[src/rtl/lfsr_period_monitor.sv]
// -----------------------------------------------------------------------------
// lfsr_period_monitor
//
// Watches an LFSR stage one step at a time. The first step after arming
// captures a reference state; the monitor then counts steps until the
// reference reappears and confirms that the sequence period equals
// EXPECTED_PERIOD and that max_tick fired exactly once in that period.
// Lock-up (all-zero), stuck states, short periods, overrunning periods and
// wrong tick counts are reported through fault_code.
//
// Build option:
//   LFSR_MON_CONTINUOUS_EN - when defined, a passing period does not stop the
//   monitor: pass pulses for one cycle, pass_count increments (saturating)
//   and measurement restarts with the closing value as the new reference.
//   When undefined, PASS is terminal until start and pass_count reads 0.
//
// Ports:
//   clk         system clock, rising edge
//   reset       asynchronous active-low reset
//   start       one-cycle re-arm pulse, highest priority
//   step_en     qualifies lfsr_value / max_tick for this cycle
//   lfsr_value  current LFSR state
//   max_tick    LFSR wrap flag
//   busy        high while arming or counting
//   pass        period verified
//   fail        a check failed; reason in fault_code
//   fault_code  0 none, 1 ZERO, 2 STUCK, 3 SHORT, 4 TIMEOUT, 5 TICK
//   period      last measured period, saturating
//   pass_count  completed passing periods (continuous build only)
// -----------------------------------------------------------------------------
module lfsr_period_monitor #(
  parameter int WIDTH           = 22,
  parameter int EXPECTED_PERIOD = 4194303
) (
  input  logic             clk,
  input  logic             reset,
  input  logic             start,
  input  logic             step_en,
  input  logic [WIDTH-1:0] lfsr_value,
  input  logic             max_tick,
  output logic             busy,
  output logic             pass,
  output logic             fail,
  output logic [2:0]       fault_code,
  output logic [WIDTH-1:0] period,
  output logic [7:0]       pass_count
);

  localparam logic [1:0] ST_ARM   = 2'd0;
  localparam logic [1:0] ST_COUNT = 2'd1;
  localparam logic [1:0] ST_PASS  = 2'd2;
  localparam logic [1:0] ST_FAIL  = 2'd3;

  localparam logic [2:0] CODE_NONE    = 3'd0;
  localparam logic [2:0] CODE_ZERO    = 3'd1;
  localparam logic [2:0] CODE_STUCK   = 3'd2;
  localparam logic [2:0] CODE_SHORT   = 3'd3;
  localparam logic [2:0] CODE_TIMEOUT = 3'd4;
  localparam logic [2:0] CODE_TICK    = 3'd5;

  // One extra bit so the step count can reach EXPECTED_PERIOD without wrapping.
  localparam logic [WIDTH:0] EXP_STEPS = (WIDTH+1)'(EXPECTED_PERIOD);

  logic [1:0]       state_q, state_d;
  logic [WIDTH-1:0] ref_q, ref_d;
  logic [WIDTH-1:0] prev_q, prev_d;
  logic [WIDTH:0]   steps_q, steps_d;
  logic [1:0]       ticks_q, ticks_d;
  logic             pass_q, pass_d;
  logic             fail_q, fail_d;
  logic [2:0]       code_q, code_d;
  logic [WIDTH-1:0] period_q, period_d;
`ifdef LFSR_MON_CONTINUOUS_EN
  logic [7:0]       pass_count_q, pass_count_d;
`endif

  logic [WIDTH:0] steps_inc;
  logic [1:0]     ticks_inc;

  // Anything above the WIDTH-bit display range shows as all ones.
  function automatic logic [WIDTH-1:0] sat_period(input logic [WIDTH:0] n);
    return n[WIDTH] ? '1 : n[WIDTH-1:0];
  endfunction

  assign steps_inc = steps_q + 1'b1;
  assign ticks_inc = (max_tick && ticks_q != 2'd3) ? ticks_q + 2'd1 : ticks_q;

  always_comb begin
    // NOTE: every signal gets a default before any branch so no latch is inferred.
    state_d  = state_q;
    ref_d    = ref_q;
    prev_d   = prev_q;
    steps_d  = steps_q;
    ticks_d  = ticks_q;
`ifdef LFSR_MON_CONTINUOUS_EN
    pass_d       = 1'b0;  // pass is a one-cycle pulse in continuous mode
    pass_count_d = pass_count_q;
`else
    pass_d   = pass_q;
`endif
    fail_d   = fail_q;
    code_d   = code_q;
    period_d = period_q;

    if (start) begin
      state_d = ST_ARM;
      pass_d  = 1'b0;
      fail_d  = 1'b0;
      code_d  = CODE_NONE;
      ref_d   = '0;
      prev_d  = '0;
      steps_d = '0;
      ticks_d = '0;
    end else if (step_en) begin
      case (state_q)
        ST_ARM: begin
          // Tick on the capture step belongs to the previous period.
          ref_d   = lfsr_value;
          prev_d  = lfsr_value;
          steps_d = '0;
          ticks_d = '0;
          state_d = ST_COUNT;
        end
        ST_COUNT: begin
          steps_d = steps_inc;
          ticks_d = ticks_inc;
          prev_d  = lfsr_value;
          if (lfsr_value == '0) begin
            state_d = ST_FAIL;
            fail_d  = 1'b1;
            code_d  = CODE_ZERO;
          end else if (lfsr_value == prev_q) begin
            state_d = ST_FAIL;
            fail_d  = 1'b1;
            code_d  = CODE_STUCK;
          end else if (lfsr_value == ref_q) begin
            period_d = sat_period(steps_inc);
            if (steps_inc < EXP_STEPS) begin
              state_d = ST_FAIL;
              fail_d  = 1'b1;
              code_d  = CODE_SHORT;
            end else if (ticks_inc == 2'd1) begin
`ifdef LFSR_MON_CONTINUOUS_EN
              pass_d       = 1'b1;
              pass_count_d = (pass_count_q == 8'hff) ? pass_count_q : pass_count_q + 8'd1;
              state_d      = ST_COUNT;
              ref_d        = lfsr_value;
              steps_d      = '0;
              ticks_d      = '0;
`else
              state_d = ST_PASS;
              pass_d  = 1'b1;
`endif
            end else begin
              state_d = ST_FAIL;
              fail_d  = 1'b1;
              code_d  = CODE_TICK;
            end
          end else if (steps_inc == EXP_STEPS) begin
            state_d  = ST_FAIL;
            fail_d   = 1'b1;
            code_d   = CODE_TIMEOUT;
            period_d = sat_period(EXP_STEPS);
          end
        end
        default: ;  // PASS and FAIL ignore steps until start
      endcase
    end
  end

  // NOTE: all state here is a handful of flops, so every register is reset;
  // sequential updates use non-blocking assignments only.
  always_ff @(posedge clk or negedge reset) begin
    if (!reset) begin
      state_q      <= ST_ARM;
      ref_q        <= '0;
      prev_q       <= '0;
      steps_q      <= '0;
      ticks_q      <= '0;
      pass_q       <= 1'b0;
      fail_q       <= 1'b0;
      code_q       <= CODE_NONE;
      period_q     <= '0;
`ifdef LFSR_MON_CONTINUOUS_EN
      pass_count_q <= '0;
`endif
    end else begin
      state_q      <= state_d;
      ref_q        <= ref_d;
      prev_q       <= prev_d;
      steps_q      <= steps_d;
      ticks_q      <= ticks_d;
      pass_q       <= pass_d;
      fail_q       <= fail_d;
      code_q       <= code_d;
      period_q     <= period_d;
`ifdef LFSR_MON_CONTINUOUS_EN
      pass_count_q <= pass_count_d;
`endif
    end
  end

  assign busy       = (state_q == ST_ARM) || (state_q == ST_COUNT);
  assign pass       = pass_q;
  assign fail       = fail_q;
  assign fault_code = code_q;
  assign period     = period_q;
`ifdef LFSR_MON_CONTINUOUS_EN
  assign pass_count = pass_count_q;
`else
  assign pass_count = 8'd0;
`endif

endmodule

[config.mk]
export PLATFORM = sky130hd
export DESIGN_NAME = lfsr_period_monitor
export DESIGN_NICKNAME = d
export VERILOG_FILES = /design/src/rtl/lfsr_period_monitor.sv
export SDC_FILE = /design/constraint.sdc
export NUM_CORES = 1
export LEC_CHECK = 0
export CAP_MARGIN = 20
export CORE_ASPECT_RATIO = 0.5
export CORE_MARGIN = 1.5
export CORE_UTILIZATION = 50
export CTS_CLUSTER_DIAMETER = 60
export CTS_CLUSTER_SIZE = 25
export DETAILED_ROUTE_END_ITERATION = 8
export PLACE_DENSITY_LB_ADDON = 0.12
export SLEW_MARGIN = 20
export SYNTH_ARGS = -nofsm -noshare
export SYNTH_HDL_FRONTEND = slang
export SYNTH_SLANG_ARGS = --single-unit
[constraint.sdc]
create_clock -name clk -period 3.25 [get_ports clk]
set_clock_uncertainty 0.15 [all_clocks]
set_input_delay 0.325 -clock clk [delete_from_list [all_inputs] [get_ports clk]]
set_output_delay 0.325 -clock clk [all_outputs]
set_load 0.1 [all_outputs]
Word level (Yosys, flattened, before mapping)

Cells that the tools add are included.

Bits in registers: 98
Bits of input ports: 27
Output and inout port bits: 36
Word-level logic and storage cells: 98

$add $sub $neg: 2
$lt $le $gt $ge: 1
Equality and inequality tests: 11
Mux-type cells: 51
Bitwise gates (word level): 3
Reduce and logical (&&, ||, !) cells: 21

Operator list:

| operator              | count |
|---|---|
| $mux 22               | 9 |
| $mux 23               | 2 |
| $pmux 23 s2           | 1 |
| $eq 22x22->1          | 2 |
| $mux 3                | 9 |
| $add 23x1->23 const B | 1 |
| $eq 23x22->1 const B  | 1 |
| $lt 23x22->1 const B  | 1 |
| $logic_not 22->1      | 1 |
| $mux 1                | 19 |
| $mux 2                | 9 |
| $reduce_bool 2->1     | 7 |
| $ne 6x6->1 const B    | 2 |
| $ne 2x2->1 const B    | 4 |
| $pmux 2 s2            | 2 |
| $reduce_and 7->1      | 1 |
| $reduce_and 2->1      | 3 |
| $reduce_and 6->1      | 1 |
| $reduce_bool 5->1     | 1 |
| $eq 2x1->1 const B    | 2 |
| $reduce_and 4->1      | 1 |
| $not 1->1             | 3 |
| $reduce_and 3->1      | 1 |
| $reduce_bool 3->1     | 1 |
| 5 further kinds       | 5 |

Logic depth before layout (Yosys ltp)

Depth in word-level cells: 12
Mapped depth: 11
Gate-level depth less buffers: 9

Worst setup path before layout

OpenSTA, ideal clock, no wires.

Path type: register to register
Start point: register steps_q[1]
End point: register code_q[1] (netlist: fault_code[1])
Setup time: 0.138 ns
Arrival: 2.627 ns
Required time: 2.962 ns
Setup slack: 0.335 ns
Cell stages (with the launch flop): 9
Period minus slack after synthesis: 2.915 ns
Path through: dfrtp_1 -> and4_4 -> nand3_4 -> or3_4 -> a2111o_1 -> or4_4 -> a211oi_4 -> or2_2 -> o41ai_1

Longest elaborated chain between the ends: 9
Elaborated cells on any way between the ends: 13

Ends and longest elaborated chain:

| element                | line | source |
|---|---|---|
| from (decl)            | 67   | `logic [WIDTH:0] steps_q, steps_d;` |
| from (signal assigned) | 191  | `steps_q <= steps_d;` |
| $add 23x1->23 *        | 85   | `assign steps_inc = steps_q + 1'b1;` |
| $lt 23x22->1           | 138  | `if (steps_inc < EXP_STEPS) begin` |
| $mux 3                 | 138  |  |
| $mux 3                 | 136  | `end else if (lfsr_value == ref_q) begin` |
| $mux 3                 | 132  | `end else if (lfsr_value == prev_q) begin` |
| $mux 3                 | 128  | `if (lfsr_value == '0) begin` |
| $mux 3                 | 115  | `case (state_q)` |
| $mux 3                 | 114  | `end else if (step_en) begin` |
| $mux 3                 | 105  | `if (start) begin` |
| to (signal assigned)   | 195  | `code_q <= code_d;` |
| to (decl)              | 71   | `logic [2:0] code_q, code_d;` |

Every way passes the cells marked *; elsewhere a longest branch is shown, timed or not. The select of a mux whose other input is x is not followed.
A chain may end at the register's enable or synchronous reset.

Final worst setup path

Start point: register steps_q[16]
End point: register code_q[1] (netlist: fault_code[1])

The elaborated chain is that of the path after synthesis.

==> impl_metrics.tcl <==
set metrics [dict create \
    tightest_slew_ps 969 \
    drive_above_1_share_pct 13.6 \
    p_leak_nw 2.99 \
    hold_viol_final 0 \
    max-clock-path-buffers 2 \
    synthFlopType "dfrtp_1" \
    h-tree-depth 3 \
    p_per_area_nw_per_um2 420 \
    clock.fmax_ghz 0.323 \
    slowest_stage "or4_4" \
    routed_via_density 5.71 \
    ff2ff_setup_slack_ps 160 \
    internal_power_mw 2.04 \
    row_count 26 \
    cts_root_buf "clkbuf_16" \
    hold_class "flop to flop" \
    syn_to_final_growth_pct 24.0 \
    final_common_cell "dfrtp_1" \
    pin_count 63 \
    worstHoldStart "period[16]" \
    clockPowerShare_pct 42.9 \
    vias 4423 \
    finalCriticalPeriod_ps 3090 \
    cts.sinks 98 \
    whs_endpoint "period[16]" \
    power_switching_mw 0.702 \
    p_sw_share_pct 25.6 \
    critPathLaunchType "flop" \
    drc 0 \
    grt_start_max_net_pins 55 \
    clk-insertion-delay-late_ps 350 \
    synth_area_leader_cell "dfrtp_1" \
    core-area_sq_um 10200 \
    wl_per_cell_um 17.0 \
    async_flop_share_pct 100 \
    crit_type "flop to flop" \
    syn-instance-count 558 \
    placement.io_buffers 54 \
    final_cell_mix "dfrtp_1 (96), nand2_1 (74), clkdlybuf4s50_1 (50), a21oi_1 (49), buf_4 (45)" \
    cts_made_buffers 9 \
    syn_area_sq_um 5260 \
    dr.first_iter.drc_count 371 \
    antenna_found_initial 0 \
    die_w_um 148 \
    crit_chain "and4_1, nand3_1, or3_4, a2111o_1, or4_4, a211oi_4, buf_4, o21ai_0, o41ai_1" \
    yosys_warnings 0 \
    track_usage_pct 24.5 \
    grt_pass1_wl_um 21100 \
    post_cts_buffers 0 \
    ys_types 58 \
    hold_depth 1 \
    clkTransAtPathRegs_ps 70 \
    synth.avg_cell_area_sq_um 9.43 \
    synth-edff-count 0 \
    ir_drop_uv 238 \
    reg2reg_depth 9 \
    critPathArrivalTime_ps 3180 \
    r2r-end "fault_code[1]" \
    die_y_um 75.5 \
    drv_slew 0 \
    die-area_sq_um 11200 \
    cts_tree "built" \
    crit_fanout 6 \
    status "finished clean" \
    setup_viol 0 \
    p_comb_share_pct 10.5 \
    n_antenna_cell 0 \
    end_kind "flop" \
    required_ps 3340 \
    ys_top_cells_by_area "dfrtp_1 (47%), xor2_1 (7.0%), nand2_1 (5.3%)" \
    rsz0062_at_grt "false" \
    p_seq_share_pct 46.6 \
    fin_cells 774 \
    fin_setup_tns_ps 0 \
    nets 659 \
    ant_nets 0 \
    dp_cells 757 \
    rr_startpoint "steps_q[16]" \
    dr.pass1.iters 6 \
    hpwl_um 8890 \
    nFillCells 864 \
    overflow 0 \
    initial_core_util_pct 51.5 \
    slowest_delay_ps 570 \
    cap_violations 0 \
    seq_area_frac_synth_pct 46.6 \
    wirelength_um 13200 \
    place_congestion 0.887 \
    synth_top_area_share_pct 46.6 \
    grt_pass1_vias 4122 \
    ys_ff_latch 98 \
    slew_headroom_pct 35.2 \
    post-route-period-util_pct 95.2 \
]
[worst max-delay path, delay by kind of cell, from the launching register on]
family | cells | cell delay [ps]
AND/OR/NAND/NOR | 4 | 1380
AO/OA/AOI/OAI | 4 | 860
flip-flops | 1 | 440
buffers and inverters | 1 | 160
[logic make-up (layout without fill, tap and decap cells)]
| logic type | Yosys count | in the layout | synth area share [%] |
|---|---|---|---|
| simple gates | 181 | 181 | 17.7 |
| flops | 98 | 98 | 46.6 |
| fa+ha+maj | 3 | 3 | 0.713 |
| compound gates | 160 | 160 | 19.7 |
| buf+inv | 53 | 122 | 4.76 |
| other cells | 1 | 8 | 0.0713 |
| xor+xnor | 59 | 59 | 9.82 |
| mux | 3 | 3 | 0.618 |
[state kept, by name, indices dropped and copies added (netlist names)]
name and flops:
period 22, prev_q 22, steps_q 23, state_q 2, fault_code 3, ref_q 22, ticks_q 2, pass 1
fail 1
[synth_stat cells, types with 13 or more instances]
cell type	instances
a21o_1	21
o21ai_0	35
xnor2_1	17
xor2_1	42
nand2_1	74
clkbuf_1	25
a21oi_1	49
nor2_1	22
nand4_1	13
a22o_1	22
nor4_1	15
dfrtp_1	98
[layer usage]
layer	track usage, %	up-vias	wire (um)
li1	-	2113	-
met1	33.4	2183	6330
met2	40.3	110	6040
met3	5.63	17	622
met4	6.71	0	178
met5	0	-	0
[repair_timing]
item,in CTS,in global routing
gates resized for setup,0,10
hold endpoints to repair,53,0
endpoints found under the setup margin,0,5
hold buffers,1,0
[power groups by stage]
stage | Clock, mW | Sequential [mW] | Combinational (mW)
6_report | 1.18 | 1.28 | 0.287
5_1_grt | 1.24 | 1.28 | 0.314
4_1_cts | 1.20 | 1.28 | 0.290
3_5_place_dp | 0 | 1.30 | 0.287
3_3_place_gp | 0 | 1.30 | 0.285
2_1_floorplan | 0 | 1.29 | 0.165
[per-stage QoR]
step | area, sq um | hold slack, ps | power [mW] | worst slack, ps | util [%]
after detailed placement | 6140 | 276 | 1.59 | 14.4 | 60.2
final | 6530 | 327 | 2.74 | 156 | 63.9
after global routing | 6530 | 350 | 2.83 | 6.07 | 63.9
after CTS | 6480 | 331 | 2.76 | 76.6 | 63.4
after global placement | 6140 | 278 | 1.58 | 95.4 | 60.2
after floorplan | 5290 | -121 | 1.46 | 335 | -
[worst max path at each step]
stage | start | to | slack (ps) | depth (start not counted)
global placement | steps_q[1] | fault_code[1] | 100 | 10
CTS | steps_q[1] | fault_code[1] | 80 | 10
global route | steps_q[0] | fault_code[1] | 6 | 10
floorplan | steps_q[1] | fault_code[1] | 340 | 8
detailed placement | lfsr_value[13] | period[19] | 10 | 10
finish | steps_q[16] | fault_code[1] | 160 | 9
[cell type report]
cell class                 count  area (sq um)  area share, %
timing repair buffer          98           888           13.6
multi-input combinational    414          2650           40.6
clock buffer                   9           225           3.45
inverter                       8          30.0          0.460
sequential                    98          2450           37.6
clock inverter                 7           100           1.53
tap                          140           175           2.68
Note: power is estimated with default switching activity, not from simulation.
